`src/rtl/hdmi_video_capture.sv`:
```
// -----------------------------------------------------------------------------
// hdmi_video_capture
//
// Sink-side raster capture for a DE/HSYNC/VSYNC/RGB video stream. The block
// locks onto the incoming raster once a full frame of exactly
// H_ACTIVE x V_ACTIVE active pixels has been seen. While locked it converts
// each active pixel to 8-bit luma and writes it, in raster order, to a
// frame-buffer write port.
//
// Parameters
//   H_ACTIVE   active pixels per line the raster must match
//   V_ACTIVE   active lines per frame the raster must match
//   ADDR_W     frame-buffer address width (H_ACTIVE*V_ACTIVE must fit)
//
// Ports
//   CLK_PX      in   pixel clock, the only clock
//   RST         in   synchronous reset, active-high
//   DE          in   data enable, high during active pixels
//   HSYNC       in   horizontal sync, active-low (sampled, not used for timing)
//   VSYNC       in   vertical sync, active-low; falling edge marks a new frame
//   RED/GREEN/BLUE in 8-bit pixel components
//   WR_EN       out  frame-buffer write strobe
//   WR_ADDR     out  frame-buffer write address
//   WR_DATA     out  luma = (R + 2G + B) / 4
//   LOCKED      out  raster matches the expected geometry, writes enabled
//   FRAME_DONE  out  1-cycle pulse: a locked frame was captured without error
//   FMT_ERR     out  1-cycle pulse: geometry violation while locked
//   H_MEAS      out  DE run length of the most recent line
//   V_MEAS      out  DE line count of the most recent frame
//   CHECKSUM    out  (HDMI_CAP_CHECKSUM_EN only) mod-2^24 sum of the luma
//                    written in the last completed frame
//
// Build option
//   HDMI_CAP_CHECKSUM_EN  when defined, adds the CHECKSUM port and its
//                         accumulator; when undefined, neither exists.
//
// Pipeline: pins -> S1 input registers -> registered WR_* outputs, so a pixel
// at the pins appears on the write port two clocks later.
// -----------------------------------------------------------------------------
module hdmi_video_capture #(
  parameter int H_ACTIVE = 640,
  parameter int V_ACTIVE = 480,
  parameter int ADDR_W   = 19
) (
  input  logic              CLK_PX,
  input  logic              RST,
  input  logic              DE,
  input  logic              HSYNC,
  input  logic              VSYNC,
  input  logic [7:0]        RED,
  input  logic [7:0]        GREEN,
  input  logic [7:0]        BLUE,
  output logic              WR_EN,
  output logic [ADDR_W-1:0] WR_ADDR,
  output logic [7:0]        WR_DATA,
  output logic              LOCKED,
  output logic              FRAME_DONE,
  output logic              FMT_ERR,
  output logic [9:0]        H_MEAS,
  output logic [9:0]        V_MEAS
`ifdef HDMI_CAP_CHECKSUM_EN
  ,
  output logic [23:0]       CHECKSUM
`endif
);

  // The write-address counter carries one extra bit so that the value
  // H_ACTIVE*V_ACTIVE (one past the last pixel) is representable even when
  // the frame exactly fills the 2^ADDR_W address space.
  localparam int                FRAME_PIX  = H_ACTIVE * V_ACTIVE;
  localparam int                CNT_W      = ADDR_W + 1;
  localparam logic [CNT_W-1:0]  ADDR_LIMIT = CNT_W'(FRAME_PIX);
  localparam logic [9:0]        H_TGT      = 10'(H_ACTIVE);
  localparam logic [9:0]        V_TGT      = 10'(V_ACTIVE);
  localparam logic [9:0]        CNT_MAX    = 10'h3FF;

  typedef enum logic [1:0] {
    SEEK,
    MEASURE,
    LOCK
  } state_t;

  // Luma at 10 bits: max 255 + 510 + 255 = 1020 fits, so no overflow.
  // Dropping the two LSBs divides by 4; grey input returns the grey value.
  function automatic logic [7:0] luma_of(input logic [7:0] r,
                                         input logic [7:0] g,
                                         input logic [7:0] b);
    logic [9:0] sum;
    sum = {2'b00, r} + {1'b0, g, 1'b0} + {2'b00, b};
    return 8'(sum >> 2);
  endfunction

  // ---------------------------------------------------------------------------
  // Input stage S1 and the delayed copy used for edge detection
  // ---------------------------------------------------------------------------
  logic       de_s1, vs_s1, hs_s1;
  logic [7:0] red_s1, green_s1, blue_s1;
  logic       de_d, vs_d;

  // NOTE: sequential state uses non-blocking assignments so every register
  // samples the pre-edge value of its neighbours, independent of block order.
  always_ff @(posedge CLK_PX) begin
    if (RST) begin
      // Sync registers clear to 0 so that VSYNC idling high after reset shows
      // a rising edge, never a spurious frame marker.
      de_s1    <= 1'b0;
      vs_s1    <= 1'b0;
      hs_s1    <= 1'b0;
      red_s1   <= '0;
      green_s1 <= '0;
      blue_s1  <= '0;
      de_d     <= 1'b0;
      vs_d     <= 1'b0;
    end else begin
      de_s1    <= DE;
      vs_s1    <= VSYNC;
      hs_s1    <= HSYNC;
      red_s1   <= RED;
      green_s1 <= GREEN;
      blue_s1  <= BLUE;
      de_d     <= de_s1;
      vs_d     <= vs_s1;
    end
  end

  // HSYNC carries nothing the capture needs: lines are delimited by DE and
  // frames by VSYNC alone. It is sampled with the other inputs and left unused.
  logic unused_hsync;
  assign unused_hsync = hs_s1;

  logic frame_marker;
  logic line_end;
  assign frame_marker = vs_d & ~vs_s1;
  assign line_end     = de_d & ~de_s1;

  logic [7:0] luma;
  assign luma = luma_of(red_s1, green_s1, blue_s1);

  // ---------------------------------------------------------------------------
  // Raster measurement counters
  // ---------------------------------------------------------------------------
  logic [9:0] pix_cnt;
  logic [9:0] line_cnt;
  logic [9:0] line_cnt_eff;

  // Line count including a line that ends in this very cycle, so a line end
  // coinciding with the frame marker is still credited to the closing frame.
  assign line_cnt_eff = (line_end && line_cnt != CNT_MAX) ? line_cnt + 10'd1
                                                          : line_cnt;

  always_ff @(posedge CLK_PX) begin
    if (RST) begin
      pix_cnt  <= '0;
      line_cnt <= '0;
      H_MEAS   <= '0;
      V_MEAS   <= '0;
    end else begin
      // line_end implies DE is low now, so clear and increment never collide.
      if (line_end) begin
        pix_cnt <= '0;
        H_MEAS  <= pix_cnt;
      end else if (de_s1 && pix_cnt != CNT_MAX) begin
        pix_cnt <= pix_cnt + 10'd1;
      end

      if (frame_marker) begin
        V_MEAS   <= line_cnt_eff;
        line_cnt <= '0;
      end else begin
        line_cnt <= line_cnt_eff;
      end
    end
  end

  // ---------------------------------------------------------------------------
  // Per-cycle decisions. The frame marker is resolved before the pixel that
  // shares its cycle, so such a pixel lands at address 0 of the new frame.
  // ---------------------------------------------------------------------------
  state_t           state;
  logic             lines_ok;
  logic [CNT_W-1:0] addr_cnt;

  logic             line_bad;
  logic             frame_ok;
  logic             measure_pass;
  logic             capture;
  logic [CNT_W-1:0] base_addr;
  logic             pix_write;
  logic             overflow;
  logic             lock_err;
  logic             done;

  // NOTE: every signal gets a value on every pass through always_comb;
  // a path that leaves one unassigned would infer a latch.
  always_comb begin
    line_bad     = line_end && (pix_cnt != H_TGT);
    frame_ok     = (line_cnt_eff == V_TGT);
    measure_pass = (state == MEASURE) && frame_marker && lines_ok
                   && !line_bad && frame_ok;
    // Writes are enabled in LOCK unless this marker closes a short/long frame,
    // and also on the very marker that promotes MEASURE to LOCK.
    capture      = measure_pass
                   || ((state == LOCK) && !(frame_marker && !frame_ok));
    base_addr    = frame_marker ? '0 : addr_cnt;
    pix_write    = capture && de_s1 && (base_addr != ADDR_LIMIT);
    overflow     = capture && de_s1 && (base_addr == ADDR_LIMIT);
    lock_err     = (state == LOCK)
                   && (line_bad || (frame_marker && !frame_ok) || overflow);
    done         = (state == LOCK) && frame_marker && frame_ok && !line_bad;
  end

  // ---------------------------------------------------------------------------
  // Lock state machine with registered status outputs
  // ---------------------------------------------------------------------------
  always_ff @(posedge CLK_PX) begin
    if (RST) begin
      state      <= SEEK;
      lines_ok   <= 1'b0;
      LOCKED     <= 1'b0;
      FRAME_DONE <= 1'b0;
      FMT_ERR    <= 1'b0;
    end else begin
      FRAME_DONE <= done;
      FMT_ERR    <= lock_err;

      case (state)
        SEEK: begin
          if (frame_marker) begin
            state    <= MEASURE;
            lines_ok <= 1'b1;
          end
        end

        MEASURE: begin
          if (frame_marker) begin
            // Either way a fresh measurement frame starts here.
            lines_ok <= 1'b1;
            if (measure_pass) begin
              state  <= LOCK;
              LOCKED <= 1'b1;
            end
          end else if (line_bad) begin
            lines_ok <= 1'b0;
          end
        end

        LOCK: begin
          if (lock_err) begin
            state  <= SEEK;
            LOCKED <= 1'b0;
          end
        end

        default: begin
          state  <= SEEK;
          LOCKED <= 1'b0;
        end
      endcase
    end
  end

  // ---------------------------------------------------------------------------
  // Frame-buffer write port
  // ---------------------------------------------------------------------------
  always_ff @(posedge CLK_PX) begin
    if (RST) begin
      WR_EN    <= 1'b0;
      WR_ADDR  <= '0;
      WR_DATA  <= '0;
      addr_cnt <= '0;
    end else begin
      WR_EN <= pix_write;
      if (pix_write) begin
        WR_ADDR  <= base_addr[ADDR_W-1:0];
        WR_DATA  <= luma;
        addr_cnt <= base_addr + CNT_W'(1);
      end else if (frame_marker) begin
        WR_ADDR  <= '0;
        addr_cnt <= '0;
      end
    end
  end

`ifdef HDMI_CAP_CHECKSUM_EN
  // ---------------------------------------------------------------------------
  // Frame checksum: accumulates the luma written since the last marker and is
  // published only when the frame completes cleanly; errored frames leave the
  // previously published value in place.
  // ---------------------------------------------------------------------------
  logic [23:0] csum_acc;

  always_ff @(posedge CLK_PX) begin
    if (RST) begin
      csum_acc <= '0;
      CHECKSUM <= '0;
    end else begin
      if (done) begin
        CHECKSUM <= csum_acc;
      end
      if (frame_marker) begin
        // A pixel sharing the marker cycle is the first of the new frame.
        csum_acc <= pix_write ? 24'(luma) : '0;
      end else if (pix_write) begin
        csum_acc <= csum_acc + 24'(luma);
      end
    end
  end
`endif

endmodule
```
`config.mk`:
```
export PLATFORM = sky130hd
export DESIGN_NAME = hdmi_video_capture
export DESIGN_NICKNAME = d
export VERILOG_FILES = /design/src/rtl/hdmi_video_capture.sv
export SDC_FILE = /design/constraint.sdc
export NUM_CORES = 1
export LEC_CHECK = 0
export CORE_MARGIN = 3
export CORE_UTILIZATION = 49
export DETAILED_ROUTE_END_ITERATION = 16
export HOLD_SLACK_MARGIN = 0.05
export PLACE_DENSITY = 0.84
export SYNTH_ARGS = -nofsm -noshare
export SYNTH_HDL_FRONTEND = slang
export SYNTH_SLANG_ARGS = --single-unit
export TNS_END_PERCENT = 50
```
`constraint.sdc`:
```
create_clock -name CLK_PX -period 2.57 [get_ports CLK_PX]
set_clock_uncertainty 0.1 [all_clocks]
set_input_delay 0.3855 -clock CLK_PX [delete_from_list [all_inputs] [get_ports CLK_PX]]
set_output_delay 0.3855 -clock CLK_PX [all_outputs]
set_load 0.02 [all_outputs]
```
==> results.ini, run 1 <==
[place]
place_area_um2 = 6520
place_inst = 834
place.gp.congestion = 0.895
place_hpwl_mm = 9.52
io_buffers = 78

[die]
die_y_um = 111
core_area_um2 = 10500
initial_utilization_pct = 51.2
rows = 37
die_w_um = 111
die-area_um2 = 12200
pin_count = 80

[routing]
viasPerCell = 5.68
drt_first_pass_iters = 5
routedWlPerCell_um = 16.5
route.vias.total = 4963
antenna_left = 0
drc = 0
first_iter_violations = 347
routed_wl_mm = 14.4

[setup_path]
endpoint_kind = flop
slowest_delay_ns = 0.56
crit_required_ns = 2.92
crit_slowest_cell = or4_4
critPathBufInv = 2
cp_max_fo = 7
critPathLaunchType = flop
worstPathCellList = ha_4, buf_4, buf_4, nand2b_4, mux2_4, nor4_4, a21oi_4, or4_4, a21oi_2
r2r_cells = 9
rr_endpoint = WR_DATA[4]$_SDFFE_PP0P_
arrival_ns = 2.95
r2r-start = line_cnt[0]$_SDFF_PP0_
reg2reg_slack_ns = -0.03
startpoint = line_cnt[0]$_SDFF_PP0_
crit_top_cell = buf_4
path_delay_family = simple AND/OR/NAND/NOR gates
path_class = reg2reg

[global_routing]
gr-usage-met2_pct = 41.0
antenna_found_initial = 0
grt_pass1_wl_mm = 23.3
grt_max_degree = 72
busiest_layer = met2
grt_overflow_total = 0
grt.met1_usage_pct = 27.4
grt_pass1_vias = 4907
grt_usage_pct = 23.3
met3_usage_pct = 4.93

[synth]
synth_cells = 608
synth_edf_count = 0
syn_area_um2 = 5350
ys_ff_latch = 122
yosysSeqAreaShare_pct = 45.6
syn_avg_cell_area_um2 = 8.80
ys_async_sr_fraction_pct = 0
synthFlopType = dfxtp_1
synth.distinct_cells = 50
syn_nets = 658
yosys_warnings = 0

[finish]
syn2layout_area_growth_pct = 37.1
fill_cells = 793
final_cell_mix = 117 x dfxtp_1, 77 x clkdlybuf4s50_1, 60 x nand2_1
layout-drive-gt1-share_pct = 17.2
diodes = 0
utilization_pct = 70.1
layoutNonFillerInstCount = 873
final_common_cell = dfxtp_1
nets = 775
postLayoutCellArea_um2 = 7340

[timing]
max_slew.worst_pin.slew_ns = 0.729
whs_ns = 0.244
final_max_slew_viol_count = 0
max_freq_mhz = 385
max_slew_margin_pct = 51.4
rsz0062_at_grt = yes
fin_setup_tns_ns = -0.0528
post-route-period-util_pct = 101
setup_slack_ns = -0.0280
setup_viol = 4
hold_viol_final = 0
period_minus_slack_ns = 2.60

[pwr]
irDropWorstVdd_mv = 0.385
p_leak_uw = 0.00268
power_density_nw_per_um2 = 615

[clock_tree]
clk_latency_ns = 0.52
clkTransAtPathRegs_ns = 0.06
cts-root-buf = clkbuf_8
numCtsBuffers = 17
cts_sinks = 122
htreeDepth = 4
cts.path.max_buffers = 2
cts_tree = done

[status]
status = finished with violations
violations = negative setup slack

[min_path]
hold_class = in2reg
whs_endpoint = WR_DATA[6]$_SDFFE_PP0P_
worstHoldStart = RST
worstHoldPathCells = 3

[job]
maxCapViolations = 0

-- synth_stat cells (2+ instances only) --
library cell | number | share of area [%]
dfxtp_1 | 122 | 46
nand2_1 | 60 | 4.2
nor2_1 | 58 | 4.1
a21oi_1 | 50 | 4.7
nand3_1 | 41 | 3.8
nor2b_1 | 34 | 4.0
o21ai_0 | 33 | 3.1
clkbuf_1 | 22 | 1.5
xnor2_1 | 15 | 2.5
ha_1 | 13 | 3.0
inv_1 | 13 | 0.91
nor3_1 | 12 | 1.1
nand2b_1 | 11 | 1.3
or3_1 | 11 | 1.3
xor2_1 | 11 | 1.8
nand4_1 | 10 | 1.2
mux2i_1 | 9 | 1.7
nor4_1 | 9 | 1.1
fa_1 | 8 | 3.0
a211oi_1 | 6 | 0.84
buf_1 | 6 | 0.42
and4_1 | 5 | 0.82
a41oi_1 | 4 | 0.65
and3_1 | 4 | 0.47
nor4b_1 | 4 | 0.65
and2_1 | 3 | 0.35
buf_6 | 3 | 0.63
o21a_1 | 3 | 0.42
a21o_1 | 2 | 0.28
a31o_2 | 2 | 0.33
a31oi_1 | 2 | 0.23
buf_2 | 2 | 0.19
o21bai_1 | 2 | 0.28
or4_1 | 2 | 0.28
-- repair_timing --
item                                   in CTS  in global routing
setup buffers                               5                  4
pin swaps                                  10                 11
hold buffers                                0                  0
gates resized for setup                    24                 21
endpoints found under the hold margin       0                  0
setup endpoints to repair                  37                 34
-- worst max path at each step --
stage | to | slack, ns | cells after the start
floorplan | WR_DATA[4]$_SDFFE_PP0P_ | 0.007 | 12
global placement | addr_cnt[0]$_SDFF_PP0_ | -0.09 | 9
detailed placement | addr_cnt[0]$_SDFF_PP0_ | -0.14 | 9
CTS | WR_DATA[4]$_SDFFE_PP0P_ | -0.003 | 9
global route | WR_ADDR[0]$_SDFFE_PP0P_ | -0.18 | 11
finish | WR_DATA[4]$_SDFFE_PP0P_ | -0.03 | 9
-- tightest hold or removal path, stage by stage --
cell,delay [ns]
buf_2,0.12
clkinv_1,0.16
a31o_2,0.17
-- cell families (layout without fill, tap and decap cells) --
group | Yosys count | after routing | synth area share (%)
DFF | 122 | 122 | 45.6
and+or+nand+nor | 272 | 272 | 26.4
muxes | 10 | 10 | 1.89
buffers and inverters | 47 | 176 | 3.76
adders and majority gates | 21 | 21 | 6.03
AOI/OAI and AO/OA | 110 | 110 | 12.1
xor gates and xnor gates | 26 | 26 | 4.25
-- layer usage --
layer  part of all wire [%]  wire length, µm
met3                    6.6              950
met5                      0                0
met2                     51             7300
met4                    2.5              354
met1                     40             5760
-- flip-flops by register name, indices dropped and copies added (netlist names), 8 cells and up --
name	count
addr_cnt	20
WR_ADDR	19
H_MEAS	10
V_MEAS	10
line_cnt	10
pix_cnt	10
WR_DATA	8
blue_s1	8
green_s1	8
red_s1	8
-- cell type report --
type	count	area, µm²	area share (%)
Multi-Input combinational cell	439	2900	39.5
Sequential cell	122	2450	33.4
Timing Repair Buffer	131	1190	16.3
Clock buffer	21	449	6.12
Tap cell	136	170	2.32
Clock inverter	10	120	1.64
Inverter	14	52.6	0.716
-- power by group --
part / total [µW] / leakage, µW / switching, µW / internal [µW]
clock network: 2270 / 0.000274 / 841 / 1430
logic: 306 / 0.00141 / 163 / 143
registers: 1940 / 0.000994 / 21.0 / 1920
-- per-stage QoR --
| stage | total power, µW | worst slack (ns) |
|---|---|---|
| after CTS | 4510 | -0.00292 |
| final | 4510 | -0.0280 |
| after global routing | 4650 | -0.177 |
| after floorplan | 2160 | 0.00697 |
| after global placement | 2250 | -0.0898 |
| after detailed placement | 2260 | -0.135 |
(Power assumes the default switching activity.)
==> run 2, diff against run 1 <==
- CORE_MARGIN: 3 -> 2
- GPL_ROUTABILITY_DRIVEN: not set -> 0
- clock period: 2.57 -> 2.1 ns (I/O delays scaled with it)
==> results.ini, run 2 (synthesized netlist as in run 1, its figures left out) <==
[status]
status = finished with violations
violations = negative setup slack

[timing]
max_slew.worst_pin.slew_ns = 0.674
max_freq_mhz = 387
post-route-period-util_pct = 123
hold_viol_final = 0
period_minus_slack_ns = 2.58
max_slew_margin_pct = 54.6
setup_slack_ns = -0.482
whs_ns = 0.157
final_max_slew_viol_count = 0
setup_viol = 47
rsz0062_at_grt = yes

[finish]
regArea_um2 = 2460
fill_cells = 627
final_cell_mix = 114 x dfxtp_1, 88 x buf_4, 77 x clkdlybuf4s50_1
top_regs = addr_cnt: 20 flops, WR_ADDR: 19 flops
syn2layout_area_growth_pct = 54.4
final_common_cell = dfxtp_1
top_register = addr_cnt
postLayoutCellArea_um2 = 8270
nets = 824
layoutNonFillerInstCount = 925
multi_input_area_um2 = 3330
largest_register_ffs = 20
diodes = 0
layout-drive-gt1-share_pct = 30.3

[die]
rows = 38
die-area_um2 = 11800
core_area_um2 = 10700
pin_count = 80
die_y_um = 109
initial_utilization_pct = 49.8
die_w_um = 109

[pwr]
p_leak_uw = 0.00303
finalPower_uw = 5820
p_comb_share_pct = 8.5
p_switching_uw = 1360
power_density_nw_per_um2 = 704
p_seq_share_pct = 40.8
swShare_pct = 23.4
clock_power_share_pct = 50.6
internal_power_uw = 4460
irDropWorstVdd_mv = 0.525

[job]
maxCapViolations = 0

[clock_tree]
clkTransAtPathRegs_ns = 0.06
numCtsBuffers = 17
cts_hold_buf = 0
cts_tree = done
htreeDepth = 4
clk_latency_ns = 0.56
cts-root-buf = clkbuf_8
cts_sinks = 122
cts.path.max_buffers = 2

[place]
place_inst = 878
io_buffers = 78
place_hpwl_mm = 10.0
pre_cts_slack_ns = -0.488
place_area_um2 = 6920

[setup_path]
path_delay_family = compound AO/OA/AOI/OAI gates
worstPathCellList = ha_4, nand4_1, a211oi_2, o221ai_2, nor4_4, buf_4, a21o_4, buf_12, clkbuf_16, nand3_2, a21oi_2
arrival_ns = 2.96
crit_slowest_cell = dfxtp_4
endpoint_kind = flop
slowest_delay_ns = 0.38
path_class = reg2reg
crit_required_ns = 2.48
cp_max_fo = 4
critPathBufInv = 3
critPathLaunchType = flop

[global_routing]
grt_pass1_vias = 5548
grt_pass1_wl_mm = 26.9
grt_max_degree = 53
grt_overflow_total = 0
grt_usage_pct = 29.8
antenna_found_initial = 0

[routing]
routed_wl_mm = 19.3
drc = 0
viasPerCell = 6.14
antenna_left = 0
first_iter_violations = 646
route.vias.total = 5681
routedWlPerCell_um = 20.8
drt_first_pass_iters = 6

[min_path]
hold_class = in2reg

==> run 2: repair_timing <==
item	CTS	global route
gates cloned	2	1
pin swaps	41	21
gates resized for setup	80	65
setup endpoints to repair	43	51
buffers inserted	10	7
==> run 2: metrics by stage <==
| step | util [%] | TNS [ns] |
|---|---|---|
| 5_1_grt | 76.9 | -19.30 |
| 2_1_floorplan | - | -6.47 |
| 4_1_cts | 74.2 | -9.82 |
| 3_5_place_dp | 64.4 | -13.78 |
| 6_report | 76.9 | -15.60 |
| 3_3_place_gp | 64.4 | -11.32 |
==> run 2: routing by layer <==
layer  wire length [µm]  up-vias  GRT usage (%)
met1               6920     2654           32.8
met5                  0        -              0
met2               9170      433           50.6
met3               1740      154           8.26
met4               1450        0           18.8
li1                   -     2440              -
==> run 2: area by class of cell <==
cell class | instances | area share, %
clock inverters | 7 | 1.06
flip-flops and latches | 122 | 29.7
well taps | 140 | 2.12
inverters | 14 | 0.636
repair buffers | 180 | 20.2
clock buffers | 23 | 6.02
multi-input cells | 439 | 40.2
==> run 2: path summary, 6_finish.rpt <==
kind	slack, ns	to	depth (start not counted)	from
worst min register to register	0.36	H_MEAS[7]$_SDFFE_PP0P_	2	H_MEAS[7]$_SDFFE_PP0P_
worst max-delay path	-0.48	WR_ADDR[8]$_SDFFE_PP0P_	11	line_cnt[1]$_SDFF_PP0_
worst max register to register	-0.48	WR_ADDR[8]$_SDFFE_PP0P_	11	line_cnt[1]$_SDFF_PP0_
worst min-delay path	0.16	addr_cnt[2]$_SDFF_PP0_	3	RST
==> run 2: power groups by stage <==
stage	Sequential, µW	Clock, µW	Combinational (µW)
after floorplan	2420	0	220
after CTS	2370	2890	447
after global routing	2380	3040	530
after global placement	2420	0	367
final	2380	2950	497
after detailed placement	2420	0	385
==> run 2: tightest hold or removal path, stage by stage <==
cell and delay [ns]:
buf_2 0.12, buf_4 0.26, a21oi_2 0.05
==> run 3, diff against run 2 <==
- CTS_CLUSTER_DIAMETER: not set -> 100
==> results of run 3 <==
Final layout, timing and power as in run 2 (identical DEF).
